<file path="config.mk">
export PLATFORM = sky130hd
export DESIGN_NAME = mem_port_arbiter
export DESIGN_NICKNAME = d
export VERILOG_FILES = /design/src/rtl/mem_port_arbiter.sv
export SDC_FILE = /design/constraint.sdc
export NUM_CORES = 1
export LEC_CHECK = 0
export ABC_CLOCK_PERIOD_IN_PS = 8400
export CORE_UTILIZATION = 44
export CTS_CLUSTER_DIAMETER = 150
export DETAILED_ROUTE_END_ITERATION = 10
export PLACE_DENSITY = 0.91
export SLEW_MARGIN = 20
export SYNTH_ARGS = -nofsm -noshare
export SYNTH_HDL_FRONTEND = slang
export SYNTH_SLANG_ARGS = --single-unit
</file>
<file path="constraint.sdc">
create_clock -name clk_i -period 8.4 [get_ports clk_i]
set_input_delay 0.84 -clock clk_i [delete_from_list [all_inputs] [get_ports clk_i]]
set_output_delay 0.84 -clock clk_i [all_outputs]
set_load 0.02 [all_outputs]
</file>
<file path="src/rtl/mem_port_arbiter.sv">
// Shares one variable-latency memory port between instruction fetch and load/store.
// Define ARB_ROUND_ROBIN_EN for round-robin tie-breaking; fixed data-first priority otherwise.
module mem_port_arbiter #(
    parameter int unsigned AW      = 32,
    parameter int unsigned DW      = 32,
    parameter int unsigned TIMEOUT = 15
) (
    input  logic          clk_i,
    input  logic          rst_i,
    input  logic          if_req_i,
    input  logic [AW-1:0] if_addr_i,
    output logic          if_ack_o,
    output logic [DW-1:0] if_rdata_o,
    input  logic          d_req_i,
    input  logic          d_we_i,
    input  logic [AW-1:0] d_addr_i,
    input  logic [DW-1:0] d_wdata_i,
    output logic          d_ack_o,
    output logic [DW-1:0] d_rdata_o,
    output logic [AW-1:0] mem_addr_o,
    output logic [DW-1:0] mem_wdata_o,
    output logic          mem_rd_o,
    output logic          mem_wr_o,
    input  logic [DW-1:0] mem_rdata_i,
    input  logic          mem_ready_i,
    output logic          stall_o,
    output logic          err_o,
    input  logic          err_clr_i
);

    localparam int unsigned   CW      = $clog2(TIMEOUT + 1);
    localparam logic [CW-1:0] CntLast = CW'(TIMEOUT - 1);

    typedef enum logic [1:0] {StIdle, StBusy, StResp} state_e;

    state_e        state_q;
    logic          owner_q;  // 1 = data port owns the access
    logic          we_q;
    logic [CW-1:0] cnt_q;
    logic [AW-1:0] mem_addr_q;
    logic [DW-1:0] mem_wdata_q;
    logic          mem_rd_q;
    logic          mem_wr_q;
    logic [DW-1:0] if_rdata_q;
    logic [DW-1:0] d_rdata_q;
    logic          if_ack_q;
    logic          d_ack_q;
    logic          err_q;
    logic          grant_data;
    logic          both_req;

    assign both_req = if_req_i & d_req_i;

`ifdef ARB_ROUND_ROBIN_EN
    logic rr_q;  // 1 = data wins the next tie

    always_ff @(posedge clk_i or posedge rst_i) begin
        if (rst_i) begin
            rr_q <= 1'b1;
        end else if (state_q == StIdle && both_req) begin
            rr_q <= ~grant_data;
        end
    end

    assign grant_data = both_req ? rr_q : d_req_i;
`else
    assign grant_data = d_req_i;
`endif

    always_ff @(posedge clk_i or posedge rst_i) begin
        if (rst_i) begin
            state_q     <= StIdle;
            owner_q     <= 1'b0;
            we_q        <= 1'b0;
            cnt_q       <= '0;
            mem_addr_q  <= '0;
            mem_wdata_q <= '0;
            mem_rd_q    <= 1'b0;
            mem_wr_q    <= 1'b0;
            if_rdata_q  <= '0;
            d_rdata_q   <= '0;
            if_ack_q    <= 1'b0;
            d_ack_q     <= 1'b0;
            err_q       <= 1'b0;
        end else begin
            // A timeout set below overrides this clear on the same edge.
            if (err_clr_i) err_q <= 1'b0;
            case (state_q)
                StIdle: begin
                    if (if_req_i || d_req_i) begin
                        owner_q     <= grant_data;
                        we_q        <= grant_data & d_we_i;
                        mem_addr_q  <= grant_data ? d_addr_i : if_addr_i;
                        mem_wdata_q <= grant_data ? d_wdata_i : '0;
                        mem_rd_q    <= ~(grant_data & d_we_i);
                        mem_wr_q    <= grant_data & d_we_i;
                        cnt_q       <= '0;
                        state_q     <= StBusy;
                    end
                end
                StBusy: begin
                    if (mem_ready_i) begin
                        if (!we_q) begin
                            if (owner_q) d_rdata_q <= mem_rdata_i;
                            else         if_rdata_q <= mem_rdata_i;
                        end
                        mem_rd_q <= 1'b0;
                        mem_wr_q <= 1'b0;
                        if_ack_q <= ~owner_q;
                        d_ack_q  <= owner_q;
                        state_q  <= StResp;
                    end else if (cnt_q == CntLast) begin
                        if (owner_q) d_rdata_q <= '1;
                        else         if_rdata_q <= '1;
                        mem_rd_q <= 1'b0;
                        mem_wr_q <= 1'b0;
                        err_q    <= 1'b1;
                        cnt_q    <= cnt_q + 1'b1;
                        if_ack_q <= ~owner_q;
                        d_ack_q  <= owner_q;
                        state_q  <= StResp;
                    end else begin
                        cnt_q <= cnt_q + 1'b1;
                    end
                end
                StResp: begin
                    if_ack_q <= 1'b0;
                    d_ack_q  <= 1'b0;
                    state_q  <= StIdle;
                end
                default: state_q <= StIdle;
            endcase
        end
    end

    assign if_ack_o    = if_ack_q;
    assign d_ack_o     = d_ack_q;
    assign if_rdata_o  = if_rdata_q;
    assign d_rdata_o   = d_rdata_q;
    assign mem_addr_o  = mem_addr_q;
    assign mem_wdata_o = mem_wdata_q;
    assign mem_rd_o    = mem_rd_q;
    assign mem_wr_o    = mem_wr_q;
    assign err_o       = err_q;
    assign stall_o     = (if_req_i & ~if_ack_q) | (d_req_i & ~d_ack_q);

endmodule

</file>
-- Word level (Yosys, flattened, before mapping)
Index checks and enable logic that the tools add are counted.
- register bits: 141
- input bits: 135
- logic and storage cells: 76
- output and inout bits: 134
- $add $sub $neg: 1
- muxes and demuxes: 35
- reductions and logical operators: 12
- bitwise gates (word level): 8
- equality and inequality tests: 7
- operators with widths (operator ; number):
    two-way mux 32 bit ; 12
    two-way mux 1 bit ; 12
    two-way mux 4 bit ; 2
    one-hot mux 1 bit (2 select lines) ; 4
    one-hot mux 4 bit (2 select lines) ; 1
    AND reduction 4 bit ; 2
    two-way mux 2 bit ; 3
    inequality test 2 bit, second input constant ; 3
    AND reduction 2 bit ; 3
    AND reduction 3 bit ; 2
    nonzero test 2 bit ; 3
    adder 4 x 1 -> 4 bit, second input constant ; 1
    == test 4 bit, second input constant ; 1
    NOT 1 bit ; 4
    one-hot mux 2 bit (2 select lines) ; 1
    AND 1 bit ; 3
    inequality test 3 bit, second input constant ; 1
    == test 2 x 1 -> 1 bit, second input constant ; 1
    == test 2 bit, second input constant ; 1
    logical NOT 2 bit ; 1
    logical OR 1 bit ; 1
    OR 1 bit ; 1

-- Logic depth before layout (Yosys ltp)
- depth after elaboration: 4
- depth in mapped cells: 6
- mapped depth without buffers: 5

-- Least setup slack after synthesis
Ideal clock, no wire load.
- path type: input-to-output
- start point: in d_req_i
- end point: out stall_o
- slack: 6.113 ns
- data arrival time: 1.447 ns
- required time: 7.560 ns
- buffers on the path: 1
- cell stages on the path: 3
- path through: buf_2 -> inv_1 -> o22ai_1
- cells in the longest elaborated chain, start to end: 2
- ends and longest elaborated chain (item ; RTL line ; source):
    start, declared ; 14 ; input logic d_req_i,
    AND 1 bit ; 145 ; assign stall_o = (if_req_i & ~if_ack_q) | (d_req_i & ~d_ack_q);
    OR 1 bit ; 145 ;
    end, declared ; 26 ; output logic stall_o,
Every way passes these cells.

-- Worst setup path in the final report
Ends and elaborated chain as after synthesis.

==> impl_metrics.yaml <==
status:
  status: "finished, final reports clean"
floorplanning:
  initial_utilization_pct: 45.0
  die_x_um: 116
  die_area_um2: 13400
  rows: 41
  pin_count: 269
  dieHeight_um: 116
  core_region_area_um2: 12600
min_path:
  hold_path_class: "reg -> reg"
timing:
  fin_crit_sh_pct: 41.6
  setup_viol: 0
  relSlewSlack_pct: 25.7
  tns_ns: 0
  fin_crit_ns: 3.50
  fmax_mhz: 286
  fin_skew_ns: 0.00941
  slew_violations: 0
  hold_violations: 0
  rsz0062_at_grt: "false"
  worst_pin_slew_ns: 1.11
placed_design:
  placed_cell_area_um2: 8490
  io_buffers: 268
  dp_hpwl_um: 11900
  place.gp.congestion: 0.828
logic_synthesis:
  synth_nets: 588
  synth_cell_type_count: 32
  netlist_area_um2: 5670
  async_flop_share_pct: 100
  synth_ff_type: "dfrtp_1"
  synth-seq-cells: 141
  yosysMostFrequentCell: "dfrtp_1"
  synth_top_area_cell: "dfrtp_1"
  synth_edf_count: 0
  synth_top_area_share_pct: 62.2
  avgSynthCellArea_um2: 12.6
  netlist_top_cells_count: "141 x dfrtp_1, 67 x o21ai_0, 62 x o22a_1"
  ys_seq_area_share_pct: 62.2
  synth.area.top_cells: "dfrtp_1 62%, o22a_1 9.6%, mux2i_1 6.0%"
  syn_inst: 451
  yosys_warnings: 0
route:
  via_count: 4820
  ant_nets: 0
  wl_met3_um: 1490
  routed_wl_um: 16700
  vias_per_cell: 5.40
  drt_iter0_markers: 270
  wl_met1_um: 6210
  dr.pass1.iters: 4
  wl_met2_um: 8420
  wl_per_cell_um: 18.7
  route.detailed.drc: 0
  top_layer_used: "met4"
global_route:
  gr-total-overflow: 0
  grt_max_degree: 87
  antenna_found_initial: 0
  track_usage_pct: 25.7
  grt_pass1_wl_um: 25800
  grt_pass1_vias: 5093
power:
  power_density_nw_per_um2: 396
  total_leakage_power_nw: 3.69
  vdd.ir_drop.worst_v: 0.000261
cells_and_area:
  area_growth_pct: 59.9
  regArea_um2: 3530
  final_area_um2: 9070
  multi_input_area_um2: 1990
  diodes: 0
  fill_cells: 884
  nets: 845
  drive_above_1_share_pct: 6.66
clock_tree:
  cts_tree: "done"
  cts_buffers: 17
  clock_sinks: 141
  path_clk_slew_ns: 0.06
  cts-root-buf: "clkbuf_16"
  postCtsSetupBuffers: 0
  cts_resized: 0
  hold_buffers: 0
  clock_path_buffers: 2
  clock_latency_ns: 0.41
  htree_levels: 4
run:
  drv_cap: 0
setup_path:
  cp-endpoint: "stall_o"
  crit_path_end_kind: "output port"
  crit_path_max_fanout: 37
  crit_path_start: "d_req_i"
  rrSetupSlack_ns: 6.52
  crit_required_ns: 7.56
  startpoint_type: "primary input"
  r2r-start: "cnt_q[0]$_DFFE_PP0P_"
  reg2reg_to: "d_rdata_o[8]$_DFFE_PP0P_"
  critPathKind: "in -> out"
  cp.arrival_ns: 2.66
  r2r_cells: 5
power breakdown:
group / total (mW) / switching (mW) / internal (mW)
clock network: 0.730 / 0.284 / 0.446
logic: 1.66 / 0.844 / 0.821
registers: 1.19 / 0.199 / 0.995
per-stage QoR:
step / utilization (%) / worst slack, ns / hold slack, ns / instances / power (mW)
global route: 71.9 / 4.79 / 0.522 / 893 / 3.77
finish: 71.9 / 4.90 / 0.506 / 893 / 3.59
floorplan: - / 3.78 / 0.508 / 451 / 2.01
global placement: 67.2 / 4.96 / 0.489 / 861 / 2.81
CTS: 71.9 / 4.91 / 0.510 / 893 / 3.62
detailed placement: 67.2 / 4.91 / 0.490 / 861 / 2.87
metal layers:
metal / vias to the layer above / track usage [%]
met5: - / 0
met3: 44 / 8.73
met1: 2361 / 28.1
li1: 2190 / -
met2: 225 / 44.0
met4: 0 / 13.9
state kept, by name, summed over array words and instances, names as in the netlist:
signal	flops
mem_wr_o	1
we_q	1
if_rdata_o	32
cnt_q	4
mem_wdata_o	32
d_rdata_o	32
owner_q	1
mem_addr_o	32
state_q	2
if_ack_o	1
d_ack_o	1
mem_rd_o	1
err_o	1
cell families after synthesis:
family,synth area share [%]
compound gates,22.8
fa+ha+maj,0.441
buf+inv,3.26
flops,62.2
mux,6.00
simple gates,5.34
placed cells by master (no fill, tap or decap), types with 2 or more instances in the layout:
cell type        Yosys  layout
a2bb2oi_1            2       2
nand2_1              8       8
mux2i_1             34      34
inv_1                6       5
or3_1                2       2
nor2_2               1       2
bufinv_16            0       2
o22a_1              62      62
clkinv_4             0       2
clkbuf_16            0      17
ha_1                 2       2
dfrtp_1            141     141
nand3_1              3       3
inv_6                0       3
clkinvlp_4           0       4
clkinv_2             0       3
nand2b_1            26      26
clkdlybuf4s50_1      0     267
a21oi_1              2       2
buf_4                0       5
a211oi_4             0       2
or4_4                2       2
o21ai_1              6       6
o21ai_0             67      66
o211ai_1             2       2
nor2_1               4       3
o22ai_1              2       2
a22o_1              32      32
worst min-delay path by stage:
stage                                start                           to  cells after the start
6_report          d_rdata_o[9]$_DFFE_PP0P_     d_rdata_o[9]$_DFFE_PP0P_                      1
5_1_grt         if_rdata_o[30]$_DFFE_PP0P_   if_rdata_o[30]$_DFFE_PP0P_                      1
4_1_cts           d_rdata_o[9]$_DFFE_PP0P_     d_rdata_o[9]$_DFFE_PP0P_                      1
3_5_place_dp   mem_wdata_o[10]$_DFFE_PP0P_  mem_wdata_o[10]$_DFFE_PP0P_                      1
3_3_place_gp     mem_addr_o[4]$_DFFE_PP0P_    mem_addr_o[4]$_DFFE_PP0P_                      2
2_1_floorplan         cnt_q[0]$_DFFE_PP0P_         cnt_q[0]$_DFFE_PP0P_                      1
worst max-delay path, stage by stage:
cell             delay [ns]
buf_2                  0.82
inv_1                  0.17
o22ai_1                0.18
clkdlybuf4s50_1        0.63
final cells by class:
class / count / share of cell area [%]
Sequential cell: 141 / 38.9
Timing Repair Buffer: 274 / 30.1
Multi-Input combinational cell: 267 / 21.9
Clock buffer: 19 / 4.88
Tap cell: 172 / 2.37
Clock inverter: 13 / 1.54
Inverter: 7 / 0.345
Power figures use the tool's default switching activity.
